<file path="src/rtl/front_panel.sv">
// Front panel for the TSC microcomputer: button debounce and step pulses, switch synchronizers,
// a 4-digit multiplexed hex display of output_port, and a PC LED latch.
module front_panel #(
    parameter int DEBOUNCE_CYCLES = 16,
    parameter int SCAN_DIV        = 4
) (
    input  logic        clk,
    input  logic        reset_cpu,
    input  logic        btn_step,
    input  logic        sw_run,
    input  logic        sw_wwd,
    input  logic [1:0]  sw_regsel,
    input  logic [15:0] output_port,
    input  logic [7:0]  PC_below8bit,
    output logic        cpu_enable,
    output logic        wwd_enable,
    output logic [1:0]  register_selection,
    output logic [3:0]  seg_an,
    output logic [6:0]  seg_cat,
    output logic [7:0]  led,
    output logic [15:0] step_count
);

    localparam int DW = $clog2(DEBOUNCE_CYCLES);
    localparam int PW = (SCAN_DIV > 1) ? $clog2(SCAN_DIV) : 1;
    localparam logic [DW-1:0] DB_LAST   = DW'(DEBOUNCE_CYCLES - 1);
    localparam logic [PW-1:0] SCAN_LAST = PW'(SCAN_DIV - 1);

    logic [1:0]    btn_sync;
    logic [1:0]    run_sync;
    logic [1:0]    wwd_sync;
    logic [1:0]    regsel_s1;
    logic [1:0]    regsel_s2;
    logic [DW-1:0] db_cnt;
    logic          db_level;
    logic          db_prev;
    logic [PW-1:0] presc;
    logic [1:0]    digit_idx;
    logic [15:0]   snapshot;

    logic [PW-1:0] presc_nxt;
    logic [1:0]    idx_nxt;
    logic [15:0]   snap_nxt;
    logic [3:0]    nibble_nxt;

    function automatic logic [6:0] hex7(input logic [3:0] v);
        logic [6:0] s;
        case (v)
            4'h0: s = 7'b1000000;
            4'h1: s = 7'b1111001;
            4'h2: s = 7'b0100100;
            4'h3: s = 7'b0110000;
            4'h4: s = 7'b0011001;
            4'h5: s = 7'b0010010;
            4'h6: s = 7'b0000010;
            4'h7: s = 7'b1111000;
            4'h8: s = 7'b0000000;
            4'h9: s = 7'b0010000;
            4'hA: s = 7'b0001000;
            4'hB: s = 7'b0000011;
            4'hC: s = 7'b1000110;
            4'hD: s = 7'b0100001;
            4'hE: s = 7'b0000110;
            default: s = 7'b0001110;
        endcase
        return s;
    endfunction

    // Display outputs are registered from next-state values so a fresh snapshot
    // shows on digit 0 on the same edge the index wraps.
    always_comb begin
        presc_nxt = presc + PW'(1);
        idx_nxt   = digit_idx;
        snap_nxt  = snapshot;
        if (presc == SCAN_LAST) begin
            presc_nxt = '0;
            idx_nxt   = digit_idx + 2'd1;
            if (digit_idx == 2'd3) begin
                snap_nxt = output_port;
            end
        end
        nibble_nxt = snap_nxt[{idx_nxt, 2'b00} +: 4];
    end

    always_ff @(posedge clk or posedge reset_cpu) begin
        if (reset_cpu) begin
            btn_sync           <= '0;
            run_sync           <= '0;
            wwd_sync           <= '0;
            regsel_s1          <= '0;
            regsel_s2          <= '0;
            db_cnt             <= '0;
            db_level           <= 1'b0;
            db_prev            <= 1'b0;
            cpu_enable         <= 1'b0;
            wwd_enable         <= 1'b0;
            register_selection <= '0;
            step_count         <= '0;
            led                <= '0;
            presc              <= '0;
            digit_idx          <= '0;
            snapshot           <= '0;
            seg_an             <= 4'b1110;
            seg_cat            <= 7'b1000000;
        end else begin
            btn_sync  <= {btn_sync[0], btn_step};
            run_sync  <= {run_sync[0], sw_run};
            wwd_sync  <= {wwd_sync[0], sw_wwd};
            regsel_s1 <= sw_regsel;
            regsel_s2 <= regsel_s1;

            wwd_enable         <= wwd_sync[1];
            register_selection <= regsel_s2;
            led                <= PC_below8bit;

            if (btn_sync[1] == db_level) begin
                db_cnt <= '0;
            end else if (db_cnt == DB_LAST) begin
                db_cnt   <= '0;
                db_level <= ~db_level;
            end else begin
                db_cnt <= db_cnt + DW'(1);
            end

            // Edges are tracked in run mode too, so a press made while running
            // cannot leak a pulse after switching back to step mode.
            db_prev    <= db_level;
            cpu_enable <= run_sync[1] | (db_level & ~db_prev);

            if (cpu_enable) begin
                step_count <= step_count + 16'd1;
            end

            presc     <= presc_nxt;
            digit_idx <= idx_nxt;
            snapshot  <= snap_nxt;
            seg_an    <= ~(4'b0001 << idx_nxt);
            seg_cat   <= hex7(nibble_nxt);
        end
    end

endmodule
</file>
<file path="config.mk">
export PLATFORM = sky130hd
export DESIGN_NAME = front_panel
export DESIGN_NICKNAME = d
export VERILOG_FILES = /design/src/rtl/front_panel.sv
export SDC_FILE = /design/constraint.sdc
export NUM_CORES = 1
export LEC_CHECK = 0
export CAP_MARGIN = 40
export CORE_AREA = 8 8 93 116
export DETAILED_ROUTE_END_ITERATION = 10
export DIE_AREA = 0 0 101 124
export GPL_TIMING_DRIVEN = 0
export PLACE_DENSITY = 0.65
export SYNTH_ARGS = -nofsm -noshare
export SYNTH_HDL_FRONTEND = slang
export SYNTH_SLANG_ARGS = --single-unit
</file>
<file path="constraint.sdc">
create_clock -name clk -period 9.64 [get_ports clk]
set_clock_uncertainty 0.2 [all_clocks]
set_input_delay 1.446 -clock clk [delete_from_list [all_inputs] [get_ports clk]]
set_output_delay 1.446 -clock clk [all_outputs]
set_load 0.01 [all_outputs]
</file>
Word level (Yosys, flattened, before mapping) --
Memory sizes are Yosys's and may differ from the RTL's. A register that Yosys moved wholly into a read port is not among the register bits. Cells that the tools add are included. W data, S select, Z words.
Operators by class: eq/ne operators 4, bitwise gates (word level) 6, multiplexer cells 6, shift operators 2, add/sub/neg operators 4, reduce and logical (&&, ||, !) cells 1
Operator list (number):
- $mux W16 | 2
- $add A16 B1 Y16 const B | 1
- $shiftx A16 B5 Y4 | 1
- $mux W4 | 2
- $add A2 B1 Y2 const B | 2
- $add A4 B1 Y4 const B | 1
- $eq A2 B2 Y1 const B | 2
- $eq A4 B4 Y1 const B | 1
- $mux W2 | 2
- $not A4 Y4 | 1
- $shl A1 B2 Y4 const A | 1
- $not A1 Y1 | 3
- $reduce_and A2 Y1 | 1
- $and A1 B1 Y1 | 1
- $eq A1 B1 Y1 | 1
- $or A1 B1 Y1 | 1
Storage, ports and cells: output and inout bits 39, logic and storage cells 41, memory bits (read-only) 112, memories kept 1, register bits after elaboration 68
Memories:
- (no name shown) | words 16, bits a word 7, rd ports 1, clocked after Yosys merged registers in 1, write ports 0, line 48 | case (v)

Longest topological paths before layout --
word-level depth 4, depth in mapped cells 11, mapped depth without buffers 10

Worst setup path before layout --
OpenSTA, ideal clock, no wires.
path type input-to-reg, start in output_port[5], end reg seg_cat[0], library setup time 0.124 ns, path buffers 0, arrival time 3.018 ns, stages 6, setup slack 6.298 ns, cell sequence mux4_1 mux2i_1 inv_1 ha_1 and3_2 a211o_1
On the way: longest elaborated chain between the ends 3
RTL lines:
- start, declared | line 13 | input logic [15:0] output_port,
- $mux W16 | line 78 | if (digit_idx == 2'd3) begin
- $mux W16 | line 75 | if (presc == SCAN_LAST) begin
- $shiftx A16 B5 Y4 | line 82 | nibble_nxt = snap_nxt[{idx_nxt, 2'b00} +: 4];
- end, declared | line 19 | output logic [6:0] seg_cat,
Every way passes these cells. A chain may end at the register's enable or synchronous reset.

Final worst setup path --
Ends and elaborated chain as after synthesis.

==> run_results.csv <==
group,metric,value,unit
placement,dp_hpwl,4.631,mm
sta,fin_setup_tns,0,ps
global_routing,grt_first_pass_wirelength,10.41,mm
cells_and_area,fill_cells,822,
clocking,htree_levels,3,
pwr,ir_drop,0.09449,mV
sta,worstMarginPinSlew,704.7,ps
flow_run,cap_violations,0,
global_routing,grt_max_degree,48,
clocking,cts_buffers,9,
worst_setup_path,crit_fanout,6,
sta,finalCritPeriodShare,0.3896,
placement,globalplace.congestion,0.7725,
logic_synthesis,netlist_area,0.003068,mm2
sta,maxSlewViolCount,0,
routing,avgRoutedWirePerCell,14.81,um
sta,setup_viol,0,
worst_setup_path,slowest_stage,"mux4_1",
floorplan,die_area,0.01252,mm2
logic_synthesis,ys_top_cells_by_area,"dfrtp_1 (58%), ha_1 (4.1%), mux2_2 (4.0%)",
sta,rsz0062_at_grt,"false",
logic_synthesis,synth_cell_types,41,
routing,drtIter0Drc,34,
cells_and_area,antennaDiodeCount,0,
floorplan,core_area,0.008979,mm2
worst_setup_path,cp.arrival,3770,ps
logic_synthesis,synth_top_cell_area_share,0.5791,
cells_and_area,syn_to_final_growth,39.19,%
worst_setup_path,crit_buf_inv,2,
sta,hold_viol,0,
routing,drcViolationCount,0,
global_routing,overflow,0,
clocking,cts_buffer_depth,2,
routing,drt_wl_total,6.309,mm
clocking,clk_pin_slew,60,ps
floorplan,die_w,101,um
floorplan,num_rows,39,
clocking,clockRootBuffer,"clkbuf_16",
cells_and_area,nNetsFinal,339,
clocking,clk_latency,330,ps
floorplan,initial_core_util,0.3417,
logic_synthesis,syn_avg_cell_area,14.14,um2
worst_setup_path,crit_type,"input pin to flip-flop",
routing,detail_route.vias_per_cell,4.660,
min_path,hp-class,"flip-flop to flip-flop",
worst_setup_path,crit_chain,"clkdlybuf4s50_1, mux4_1, mux2i_1, inv_1, ha_1, and3_2, a211o_1",
floorplan,io_pins,70,
worst_setup_path,setup.worst_path.end_class,"flip-flop",
worst_setup_path,slowest_delay,520,ps
clocking,cts_num_sinks,75,
sta,max_freq,266.2,MHz
global_routing,antenna_found_initial,0,
clocking,post_cts.repair.setup_buffers,0,
sta,min_period,3756,ps
logic_synthesis,synth_top_area_cell,"dfrtp_1",
clocking,cts_resized,0,
global_routing,grt_pass1_vias,2032,
logic_synthesis,yosys_warnings,0,
routing,ant_nets,0,
clocking,cts_tree,"yes",
pwr,powerDensity,194.5,mW/mm2
outcome,status,"completed",
clocking,postCtsHoldBufs,0,
placement,port_buffers,69,
cells_and_area,drive_above_1_share,0.1551,
worst_setup_path,cp_top_family,"multiplexers",
sta,slew_headroom,0.5181,
logic_synthesis,netlist_instances,217,
worst_setup_path,worstPathRequired,9660,ps
placement,dp_slack,5541,ps
routing,num_vias,1985,
sta,setup_ws,5884,ps
routing,firstDrtPassIters,6,
logic_synthesis,mappedNetlistNets,258,
pwr,total_power,0.0008305,W
logic_synthesis,synth-seq-cells,75,
logic_synthesis,seq_area_frac_synth,0.6134,
global_routing,grtUsageTotal,0.1088,
pwr,p_leak,1.921,nW
worst_setup_path,startpoint_type,"input pin",
floorplan,chipHeight,124,um
## worst reg2reg max path, stage by stage, from the launching register on
cell	delay, ps
dfrtp_1	350
ha_1	310
mux2i_4	530
mux4_1	640
mux2i_1	500
inv_1	190
ha_1	290
and3_2	190
a211o_1	220
## cells by family (layout without fill, tap and decap cells)
group,after synthesis,after routing,share of synthesized area
compound gates,26,26,0.06648
fa+ha+maj,10,10,0.04078
flops,75,75,0.6134
mux,23,23,0.1064
simple gates,50,50,0.09094
xor+xnor,19,19,0.05669
buf+inv,14,100,0.02528
## cell type report
cell class,count,area (um2),area share
buffer,5,38.79,0.009083
clock buffer,11,242.7,0.05684
clock inverter,5,85.08,0.01992
inverter,9,41.29,0.009669
multi-input combinational,128,1109,0.2596
sequential,75,1882,0.4407
tap,123,153.9,0.03604
timing repair buffer,70,718.2,0.1682
## power by group
group / switching [W] / internal [W] / total [W] / leakage (nW)
clock network: 0.000129 / 0.000235 / 0.000364 / 0.156
logic: 0.0000411 / 0.0000650 / 0.000106 / 0.846
registers: 0.0000206 / 0.000340 / 0.000361 / 0.920
total: 0.000190 / 0.000640 / 0.000831 / 1.92
## routing by layer
layer  part of all wire  vias to the layer above  GRT usage
met5                  0                        -          0
met4              0.027                        0    0.07563
met3              0.053                       10    0.02685
met2               0.48                       54     0.1705
met1               0.44                      984     0.1296
li1                   -                      937          -
## state kept, by name, summed over array words and instances (netlist names), 2 cells and up
register            cells
seg_an                  4
wwd_sync                2
db_cnt                  4
digit_idx               2
seg_cat                 7
step_count             16
presc                   2
led                     8
register_selection      2
snapshot               16
regsel_s1               2
btn_sync                2
run_sync                2
regsel_s2               2
## cell usage after synthesis
library cell / count
a2111oi_0: 5
a2111oi_1: 3
a211o_1: 1
a21o_1: 9
a21oi_1: 2
a22o_1: 1
a31o_2: 1
and2_1: 1
and3_1: 12
and3_2: 1
buf_1: 1
buf_2: 1
buf_4: 1
buf_6: 2
dfrtp_1: 71
dfstp_2: 4
ha_1: 10
inv_1: 7
inv_4: 2
mux2_2: 11
mux2i_1: 6
mux2i_4: 2
mux4_1: 2
mux4_2: 2
nand2_1: 12
nand2_4: 1
nand3_1: 8
nand4_1: 2
nand4b_1: 1
nor2_1: 5
nor2b_1: 1
nor3_1: 1
nor3b_1: 2
nor4_2: 1
o21ai_0: 2
o2bb2ai_1: 1
o31ai_1: 1
or4_1: 2
xnor2_1: 14
xnor2_2: 1
xor2_1: 4
## placed cells by master, fill, tap and decap left out, types with 5 or more instances in the layout
cell type / count
mux2i_1: 6
a2111oi_0: 5
dfrtp_1: 71
clkbuf_16: 9
and3_1: 12
a21o_1: 9
nand2_1: 12
clkdlybuf4s50_1: 69
mux2_2: 11
xnor2_1: 14
nor2_1: 5
inv_1: 6
ha_1: 10
nand3_1: 8
## path summary, 6_finish.rpt
kind,start,to,slack (ps),depth (start not counted)
max,output_port[5],seg_cat[0]$_DFF_PP0_,5880,7
min,run_sync[0]$_DFF_PP0_,run_sync[1]$_DFF_PP0_,140,0
max reg2reg,presc[0]$_DFF_PP0_,seg_cat[0]$_DFF_PP0_,6120,8
min reg2reg,run_sync[0]$_DFF_PP0_,run_sync[1]$_DFF_PP0_,140,0
max in group asynchronous,reset_cpu,seg_cat[6]$_DFF_PP1_,7370,3
min in group asynchronous,reset_cpu,led[4]$_DFF_PP0_,1250,2
## per-stage QoR
step,instances,utilization,hold WS (ps),cell area (um2)
floorplan,217,-,131.2,3068
global placement,409,0.4358,131.6,3913
detailed placement,410,0.4391,134.7,3943
CTS,426,0.4756,142.4,4270
global route,426,0.4756,144.9,4270
finish,426,0.4756,139.7,4270
Note: power is estimated with default switching activity, not from simulation.
